## config.mk

```make
export PLATFORM = sky130hd
export DESIGN_NAME = mult8_seq_ctrl_flat
export DESIGN_NICKNAME = d
export VERILOG_FILES = /design/src/rtl/mult8_seq_ctrl_pkg.sv /design/src/rtl/mult8_seq_ctrl_if.sv /design/src/rtl/mult4x4_core.sv /design/src/rtl/mult8_seq_ctrl.sv /design/src/flat_wrapper.sv
export SDC_FILE = /design/constraint.sdc
export NUM_CORES = 1
export LEC_CHECK = 0
export CORE_MARGIN = 2
export CORE_UTILIZATION = 55
export CTS_CLUSTER_SIZE = 10
export DETAILED_ROUTE_END_ITERATION = 8
export DONT_BUFFER_PORTS = 1
export PLACE_DENSITY = 0.79
export SLEW_MARGIN = 20
export SYNTH_ARGS = -nofsm -noshare
export SYNTH_HDL_FRONTEND = slang
export SYNTH_SLANG_ARGS = --single-unit
```

## constraint.sdc

```tcl
create_clock -name clk -period 6.56 [get_ports clk]
set_input_delay 0.656 -clock clk [delete_from_list [all_inputs] [get_ports clk]]
set_output_delay 0.656 -clock clk [all_outputs]
set_load 0.005 [all_outputs]
```

## src/rtl/mult8_seq_ctrl_pkg.sv

```systemverilog
// mult8_seq_ctrl_pkg: shared types and constants for the shared-core 8x8 multiply sequencer
// Contents: FSM state encoding, core width, step count, per-step partial-product shift table
package mult_pkg;
    localparam int CORE_W = 4;
    localparam int NUM_STEPS = 4;
    typedef enum logic [1:0] {
        S_IDLE = 2'd0,
        S_MUL  = 2'd1,
        S_RESP = 2'd2
    } state_t;
    // step order aL*bL, aH*bL, aL*bH, aH*bH
    localparam int SHIFT [NUM_STEPS] = '{0, 4, 4, 8};
endpackage

```

## src/rtl/mult8_seq_ctrl_if.sv

```systemverilog
// mult8_seq_ctrl_if: two request ports and one tagged result port of the multiply sequencer
// Ports: req0/req1 valid, ready, a, b; res valid, ready, prod, id; busy status
interface mult8_seq_ctrl_if #(parameter int DATA_W = 8);
    logic              req0_valid;
    logic              req0_ready;
    logic [DATA_W-1:0] req0_a;
    logic [DATA_W-1:0] req0_b;
    logic              req1_valid;
    logic              req1_ready;
    logic [DATA_W-1:0] req1_a;
    logic [DATA_W-1:0] req1_b;
    logic              res_valid;
    logic              res_ready;
    logic [2*DATA_W-1:0] res_prod;
    logic              res_id;
    logic              busy;
    modport master (
        output req0_valid, req0_a, req0_b, req1_valid, req1_a, req1_b, res_ready,
        input  req0_ready, req1_ready, res_valid, res_prod, res_id, busy
    );
    modport slave (
        input  req0_valid, req0_a, req0_b, req1_valid, req1_a, req1_b, res_ready,
        output req0_ready, req1_ready, res_valid, res_prod, res_id, busy
    );
endinterface

```

## src/rtl/mult4x4_core.sv

```systemverilog
// mult4x4_core: purely combinational 4x4 unsigned array multiplier
// Ports: m multiplicand nibble, q multiplier nibble, p 8-bit product
module mult4x4_core (
    input  logic [3:0] m,
    input  logic [3:0] q,
    output logic [7:0] p
);
    // each row adds the multiplicand gated by one multiplier bit, rippling into the running sum
    always_comb begin
        p = '0;
        for (int i = 0; i < 4; i++)
            p = p + ({4'b0, m & {4{q[i]}}} << i);
    end
endmodule

```

## src/rtl/mult8_seq_ctrl.sv

```systemverilog
// mult8_seq_ctrl: arbitrates two requesters onto one 4x4 core, running 8x8 multiplies in four steps
// Ports: clk, rst (sync, active-high), bus (slave side: two request ports, tagged result port, busy)
module mult8_seq_ctrl
    import mult_pkg::*;
#(
    parameter int DATA_W  = 8,
    parameter bit FAIR_RR = 1'b1
) (
    input logic clk,
    input logic rst,
    mult8_seq_ctrl_if.slave bus
);
    state_t state, state_n;
    logic [1:0] step;
    logic [DATA_W-1:0] a_r, b_r;
    logic id_r, rr_ptr, grant, accept;
    logic [2*DATA_W-1:0] acc, sum, res_prod;
    logic res_valid, res_id;
    logic [CORE_W-1:0] m, q;
    logic [2*CORE_W-1:0] p;

    // requester 1 wins when alone, or when both are valid and the pointer prefers it
    assign grant = bus.req1_valid & (~bus.req0_valid | (FAIR_RR & rr_ptr));
    assign accept = (state == S_IDLE) & (bus.req0_valid | bus.req1_valid);
    assign bus.req0_ready = (state == S_IDLE) & ~grant;
    assign bus.req1_ready = (state == S_IDLE) & grant;
    assign bus.res_valid = res_valid;
    assign bus.res_prod = res_prod;
    assign bus.res_id = res_id;
    assign bus.busy = state != S_IDLE;

    // step bit 0 picks the multiplicand nibble, step bit 1 the multiplier nibble
    assign m = step[0] ? a_r[DATA_W-1:CORE_W] : a_r[CORE_W-1:0];
    assign q = step[1] ? b_r[DATA_W-1:CORE_W] : b_r[CORE_W-1:0];
    assign sum = acc + ({{(2*DATA_W-2*CORE_W){1'b0}}, p} << SHIFT[step]);

    mult4x4_core u_core (.m(m), .q(q), .p(p));

    always_comb begin
        state_n = state;
        case (state)
            S_IDLE:  state_n = accept ? S_MUL : S_IDLE;
            S_MUL:   state_n = (step == 2'(NUM_STEPS - 1)) ? S_RESP : S_MUL;
            S_RESP:  state_n = bus.res_ready ? S_IDLE : S_RESP;
            default: state_n = S_IDLE;
        endcase
    end

    always_ff @(posedge clk)
        if (rst) state <= S_IDLE;
        else state <= state_n;

    always_ff @(posedge clk) begin
        if (rst) begin
            step <= '0;
            acc <= '0;
            a_r <= '0;
            b_r <= '0;
            id_r <= 1'b0;
            rr_ptr <= 1'b0;
            res_valid <= 1'b0;
            res_prod <= '0;
            res_id <= 1'b0;
        end else begin
            if (accept) begin
                a_r <= grant ? bus.req1_a : bus.req0_a;
                b_r <= grant ? bus.req1_b : bus.req0_b;
                id_r <= grant;
                acc <= '0;
                step <= '0;
                if (FAIR_RR) rr_ptr <= ~grant;
            end
            if (state == S_MUL) begin
                acc <= sum;
                step <= step + 2'd1;
                if (step == 2'(NUM_STEPS - 1)) begin
                    res_prod <= sum;
                    res_valid <= 1'b1;
                    res_id <= id_r;
                end
            end
            if (state == S_RESP && bus.res_ready) res_valid <= 1'b0;
        end
    end
endmodule

```

## src/flat_wrapper.sv

```systemverilog
// flat-port wrapper written by rule: the top's interface ports become plain ports
module mult8_seq_ctrl_flat import mult_pkg::*;
#(
    parameter int DATA_W  = 8,
    parameter bit FAIR_RR = 1'b1
)
  (clk, rst, bus_req0_valid, bus_req0_a, bus_req0_b, bus_req1_valid, bus_req1_a, bus_req1_b, bus_res_ready, bus_req0_ready, bus_req1_ready, bus_res_valid, bus_res_prod, bus_res_id, bus_busy);
  mult8_seq_ctrl_if #(.DATA_W(DATA_W)) bus_i ();
  input logic clk;
  input logic rst;
  input wire logic [$bits(bus_i.req0_valid)-1:0] bus_req0_valid;
  input wire logic [$bits(bus_i.req0_a)-1:0] bus_req0_a;
  input wire logic [$bits(bus_i.req0_b)-1:0] bus_req0_b;
  input wire logic [$bits(bus_i.req1_valid)-1:0] bus_req1_valid;
  input wire logic [$bits(bus_i.req1_a)-1:0] bus_req1_a;
  input wire logic [$bits(bus_i.req1_b)-1:0] bus_req1_b;
  input wire logic [$bits(bus_i.res_ready)-1:0] bus_res_ready;
  output wire logic [$bits(bus_i.req0_ready)-1:0] bus_req0_ready;
  output wire logic [$bits(bus_i.req1_ready)-1:0] bus_req1_ready;
  output wire logic [$bits(bus_i.res_valid)-1:0] bus_res_valid;
  output wire logic [$bits(bus_i.res_prod)-1:0] bus_res_prod;
  output wire logic [$bits(bus_i.res_id)-1:0] bus_res_id;
  output wire logic [$bits(bus_i.busy)-1:0] bus_busy;
  assign bus_i.req0_valid = bus_req0_valid;
  assign bus_i.req0_a = bus_req0_a;
  assign bus_i.req0_b = bus_req0_b;
  assign bus_i.req1_valid = bus_req1_valid;
  assign bus_i.req1_a = bus_req1_a;
  assign bus_i.req1_b = bus_req1_b;
  assign bus_i.res_ready = bus_res_ready;
  assign bus_req0_ready = bus_i.req0_ready;
  assign bus_req1_ready = bus_i.req1_ready;
  assign bus_res_valid = bus_i.res_valid;
  assign bus_res_prod = bus_i.res_prod;
  assign bus_res_id = bus_i.res_id;
  assign bus_busy = bus_i.busy;
  mult8_seq_ctrl #(.DATA_W(DATA_W), .FAIR_RR(FAIR_RR)) u_core (.clk(clk), .rst(rst), .bus(bus_i));
endmodule
```

==> run metrics, run 1 <==
Mapped Avg Cell Area=just over 8 um2; CTS Buf Count=5; CP required=6.76 ns; Setup-failing EPs final=0; port buffer count=0; first-pass GRT wire length=13.3 mm; total I/O pin count=slightly below 60; H-tree depth=2; final hold vios=0; Post-layout nets=between 400 and 500; Slew Limit Fails=0; pin count of the biggest net entering global routing=56; # rows=28; WP data arrival=approximately 5.6 ns; Overall Global Routing Usage=about a quarter; Cell variety after synth=46; CTS Hold Bufs=0; clock root buffer=clkbuf_8; Final HPWL DP=approximately 6.2 mm; antenna violations before repair=0; type of element launching the critical path=flip-flop; path category of the worst min-delay check=input pin to flip-flop; DRC viols=0; Worst setup EP type=flip-flop; grt ovf=0; CTS tree=built; vias in the first global route=approximately 2700; Syn. warnings=0; fin area=0.00363 mm2; run status=finished, final reports clean; clk slew on worst S/H paths=0.11 ns; Setup CP Type=flip-flop to flip-flop; CTS-repair resized insts=0; Pre-antenna DRT Iters=5; worst-skew pair later-pin latency=roughly 0.32 ns; PwrDens=between 150 and 200 mW/mm2; Die H=around 83 um; RSZ-0062 raised after global routing=no; Post-Synthesis Net Count=roughly 500; wire length per cell=approximately 16 um; Placed Area=roughly 0.0035 mm2; Post-DRT Antenna Nets=0; reg2reg start=u_core.step[1]; CP startpoint=u_core.step[1]; Tcrit/Tclk final=slightly above 80%; dominant synthesized flop cell=dfxtp_1; VDD IR max=roughly 0.11 mV; Hold Startpoint=rst; sequential share of the synthesized area=32.3%; Avg Vias per Cell=6.00; Worst Max-Slew Pin Slew=0.729 ns; initial drt markers=approximately 180; width of the die=approximately 83 um; core area=about 0.006 mm2; skew final=0.0105 ns; antenna cells=0; setup bufs post-CTS=0; Cells after Synth=about 430; Setup TNS=0 ns; Slew HR=roughly half; Lkg Pwr=1.49 nW; WHS=slightly below 0.4 ns; number of synthesized flops with an enable pin=0; Max Cap Viol=0; vias post-DR=2983; Total Routed Length=8.07 mm; clk sinks=56; Synth Register Bits=56; min Tclk post-route=~5.3 ns; asr flop ratio synth=0%; f_max=about 0.19 GHz; fraction of layout cells with a size suffix above 1=between 6 and 7%; CTS Buffer Depth=2; Syn Std Cell Area=between 0.003 and 0.004 mm2; critical path peak fanout=6; Area Growth Syn to Fin=4.47%; gpl congestion=approximately 0.93; Die ar.=~0.007 mm2; starting density of the core=57.6%
[through the flow]
step | worst slack (ns) | instances | util (%) | total power [mW]
3_5_place_dp | 1.27 | 489 | 58.4 | 0.492
2_1_floorplan | 1.63 | 429 | - | 0.467
4_1_cts | 1.24 | 497 | 60.0 | 0.692
3_3_place_gp | 1.39 | 489 | 58.4 | 0.489
6_report | 1.21 | 497 | 60.2 | 0.689
5_1_grt | 0.853 | 497 | 60.2 | 0.723
[area by class of cell]
| class | count | area (um2) |
|---|---|---|
| clock buffers | 5 | 68.8 |
| clock inverters | 3 | 27.5 |
| fillers | 566 | 2400 |
| inverters | 15 | 56.3 |
| multi-input cells | 339 | 2230 |
| flip-flops and latches | 56 | 1120 |
| well taps | 75 | 93.8 |
| repair buffers | 4 | 30.0 |
[final timing paths]
| path | end | slack, ns | cells past startpoint |
|---|---|---|---|
| worst max-delay path | u_core.acc[15] | 1.21 | 21 |
| worst max register to register | u_core.acc[15] | 1.21 | 21 |
| worst min-delay path | u_core.bus.res_prod[15] | 0.38 | 1 |
| worst min register to register | u_core.a_r[3] | 0.46 | 2 |
[cells in the final DEF, fill, tap and decap left out, types with 2 or more instances in the layout]
cell type / synthesis / final
a22o_1: 8 / 8
xor2_1: 5 / 5
nor2_1: 54 / 54
clkbuf_8: 0 / 5
or3_1: 3 / 3
xnor2_1: 11 / 11
o31ai_1: 2 / 2
a211oi_1: 11 / 11
or2_2: 5 / 5
nor4_1: 2 / 2
dfxtp_1: 56 / 56
ha_1: 24 / 24
mux2i_1: 20 / 20
fa_1: 6 / 6
o21ai_2: 2 / 3
a31oi_1: 4 / 4
nor2b_1: 5 / 5
inv_1: 15 / 15
o21ai_0: 14 / 13
o21a_1: 3 / 3
nand3_1: 11 / 11
nand2b_1: 6 / 6
and2_1: 5 / 5
nor3_1: 4 / 3
o211ai_1: 3 / 3
a21oi_1: 47 / 47
nand2_1: 54 / 54
a22oi_1: 8 / 8
nand3b_1: 2 / 2
nand4_1: 2 / 2
buf_4: 0 / 4
a21o_1: 5 / 5
[cells in the mapped netlist (6+ instances only)]
cell type / number / area share [%]
xnor2_1: 11 / 2.8
a211oi_1: 11 / 2.4
nand2_1: 54 / 5.8
dfxtp_1: 56 / 32
fa_1: 6 / 3.5
a21oi_1: 47 / 6.8
nor2_1: 54 / 5.8
clkbuf_1: 15 / 1.6
ha_1: 24 / 8.7
nand3_1: 11 / 1.6
mux2i_1: 20 / 5.8
inv_1: 15 / 1.6
a22oi_1: 8 / 1.7
nand2b_1: 6 / 1.1
o21ai_0: 14 / 2.0
a22o_1: 8 / 2.0
[metal layers]
layer | up-vias | share of wire (%) | GRT usage (%)
li1 | 1485 | - | -
met1 | 1407 | 49 | 34.0
met2 | 84 | 44 | 35.9
met3 | 7 | 5.7 | 4.37
met4 | 0 | 0.95 | 5.72
met5 | - | 0 | 0
[where the power goes]
| part | switching (mW) | total, mW | internal (mW) |
|---|---|---|---|
| sequential | 0.0110 | 0.366 | 0.355 |
| clock | 0.124 | 0.202 | 0.0787 |
| combinational | 0.0754 | 0.121 | 0.0456 |
| total | 0.210 | 0.689 | 0.479 |
[critical path, stage by stage (launching register included)]
cell and delay [ns]:
dfxtp_1 0.49, mux2i_1 0.47, nor2_1 0.15, ha_1 0.32
a21o_1 0.17, a21oi_1 0.20, xor2_1 0.12, fa_1 0.54
inv_1 0.06, ha_1 0.28, a21o_1 0.18, a21oi_1 0.19
xnor2_1 0.13, mux2i_1 0.24, nor2_1 0.07, ha_1 0.34
a21oi_1 0.28, or2_2 0.18, a31oi_1 0.09, a2111oi_2 0.37
xnor2_1 0.21, o21ai_0 0.13
[state kept, by name, indices dropped and copies added, names as in the netlist]
register              flops
u_core.a_r                8
u_core.acc               16
u_core.b_r                8
u_core.bus.res_id         1
u_core.bus.res_prod      16
u_core.bus.res_valid      1
u_core.id_r               1
u_core.rr_ptr             1
u_core.state              2
u_core.step               2
[logic make-up (layout without fill, tap and decap cells)]
kind of cell / count (synthesis) / count (layout) / synth area share, %
buf+inv: 34 / 27 / 3.75
fa+ha+maj: 30 / 30 / 12.1
mux: 20 / 20 / 5.77
simple gates: 156 / 156 / 20.0
compound gates: 117 / 117 / 22.0
xor+xnor: 16 / 16 / 4.04
flops: 56 / 56 / 32.3
Note: power is estimated with default switching activity, not from simulation.
==> inputs of run 2 (changes only) <==
==> constraint.sdc (replaced) <==
create_clock -name clk -period 5.4 [get_ports clk]
set_input_delay 0.54 -clock clk [delete_from_list [all_inputs] [get_ports clk]]
set_output_delay 0.54 -clock clk [all_outputs]
set_load 0.005 [all_outputs]
==> run 2 against run 1 <==
Compared with the run above: clock power is 22% higher; combinational power is 24% higher; core utilization is 1.0 points higher; critical path depth is 2 lower; sequential cell count stayed put; design area is 1.7% higher; fmax is 4.8% higher; global-route usage is 0.26 points higher; power is 23% higher; non-clock buffer count stayed put.
==> run metrics, run 2 (synthesized netlist as in run 1, its figures left out) <==
run status=finished, final reports clean; metal2 WL=3.67 mm; starting density of the core=57.6%; gpl congestion=approximately 0.93; initial drt markers=~210; FF-to-FF path depth=19; # rows=28; Worst setup EP type=flip-flop; clk slew on worst S/H paths=0.11 ns; largest registers=u_core.acc x16, u_core.bus.res_prod x16; Post-layout nets=roughly 490; Die H=roughly 83 um; Tcrit/Tclk final=between 90% and 100%; Final HPWL DP=between 6 and 7 mm; setup bufs post-CTS=0; Fill cells=about 540; Setup-failing EPs final=0; Slew HR=roughly 53%; Total Routed Length=about 8 mm; Lkg Pwr=around 1.5 nW; antenna cells=0; wire length per cell=between 15 and 20 um; vias post-DR=approximately 3000; critical path peak fanout=7; CTS Buf Count=5; skew final=0.00985 ns; top layer in use=met4; clock root buffer=clkbuf_8; total I/O pin count=between 50 and 60; Avg Vias per Cell=roughly 6.1; pin count of the biggest net entering global routing=56; type of element launching the critical path=flip-flop; PwrDens=229 mW/mm2; Setup TNS=0 ns; core area=about 0.0060 mm2; Routed met3 length=514 um; first-pass GRT wire length=approximately 14 mm; hold path depth=1; Slew Limit Fails=0; WHS=between 0.2 and 0.3 ns; Max Cap Viol=0; final hold vios=0; worst-skew pair later-pin latency=between 0.3 and 0.4 ns; DRC viols=0; CTS Hold Bufs=0; clk sinks=56; CTS tree=built; VDD IR max=~0.21 mV; Overall Global Routing Usage=between 20% and 30%; antenna violations before repair=0; vias in the first global route=around 2800; setup ws final=between 0.2 and 0.3 ns; CP required=approximately 5.7 ns; most frequent cells in the layout=nor2_1, nand2_1, dfxtp_1; RSZ-0062 raised after global routing=no; f_max=0.196 GHz; post-place setup slack=approximately 0.11 ns; fraction of layout cells with a size suffix above 1=9.00%; Pre-antenna DRT Iters=4; path category of the worst min-delay check=input pin to flip-flop; Worst Max-Slew Pin Slew=0.709 ns; CTS Buffer Depth=2; Area Growth Syn to Fin=6.27%; Routed met1 length=slightly below 4 mm; WP data arrival=between 5 and 6 ns; grt ovf=0; width of the die=about 83 um; min Tclk post-route=approximately 5.1 ns; port buffer count=0; Setup CP Type=flip-flop to flip-flop; Die ar.=between 0.006 and 0.007 mm2; H-tree depth=2; Post-DRT Antenna Nets=0
## run 2: cell type report
class                           count  area (um2)  area share [%]
Clock inverter                      3        27.5           0.746
Tap cell                           75        93.8            2.54
Sequential cell                    56        1130            30.6
Timing Repair Buffer                4        30.0           0.814
Inverter                           15        56.3            1.53
Multi-Input combinational cell    339        2280            61.9
Clock buffer                        5        68.8            1.87
## run 2: report_power, final
part           total [mW]  internal, mW  leakage [nW]  switching, mW
sequential          0.447         0.430         0.457         0.0170
clock               0.247        0.0956        0.0463          0.152
combinational       0.150        0.0590         0.990         0.0909
## run 2: layer usage
metal / track usage, % / vias to the layer above
met5: 0 / -
met4: 6.74 / 0
met3: 4.57 / 9
met2: 35.6 / 84
met1: 34.4 / 1426
li1: - / 1501
## run 2: path summary, 6_finish.rpt
| check | from | to | slack (ns) |
|---|---|---|---|
| setup / recovery | u_core.step[0] | u_core.acc[14] | 0.30 |
| hold / removal | rst | u_core.bus.res_prod[15] | 0.27 |
| setup reg to reg | u_core.step[0] | u_core.acc[14] | 0.30 |
| hold reg to reg | u_core.a_r[3] | u_core.a_r[3] | 0.45 |
## run 2: repair_timing
action / in CTS / in global routing
setup endpoints to repair: 0 / 15
gates resized for setup: 0 / 14
endpoints found under the hold margin: 0 / 0
## run 2: metrics by stage
step / cell area, um2 / util [%] / power, mW / cells
2_1_floorplan: 3470 / - / 0.568 / 429
3_3_place_gp: 3520 / 58.4 / 0.594 / 489
3_5_place_dp: 3520 / 58.4 / 0.598 / 489
4_1_cts: 3620 / 60.0 / 0.838 / 497
5_1_grt: 3690 / 61.2 / 0.886 / 497
6_report: 3690 / 61.2 / 0.845 / 497
## run 2: critical path, cell delays in order, from the launching register on
cell       delay, ns
dfxtp_4         0.43
mux2i_1         0.42
nor2_1          0.09
ha_1            0.22
fa_1            0.40
xor2_1          0.19
fa_1            0.48
ha_1            0.24
fa_1            0.40
a21o_1          0.19
a21oi_1         0.13
inv_1           0.08
o211a_1         0.21
ha_1            0.37
o211ai_1        0.13
a31oi_2         0.23
a2bb2oi_2       0.25
o21ai_2         0.09
or3_1           0.31
a31oi_1         0.18
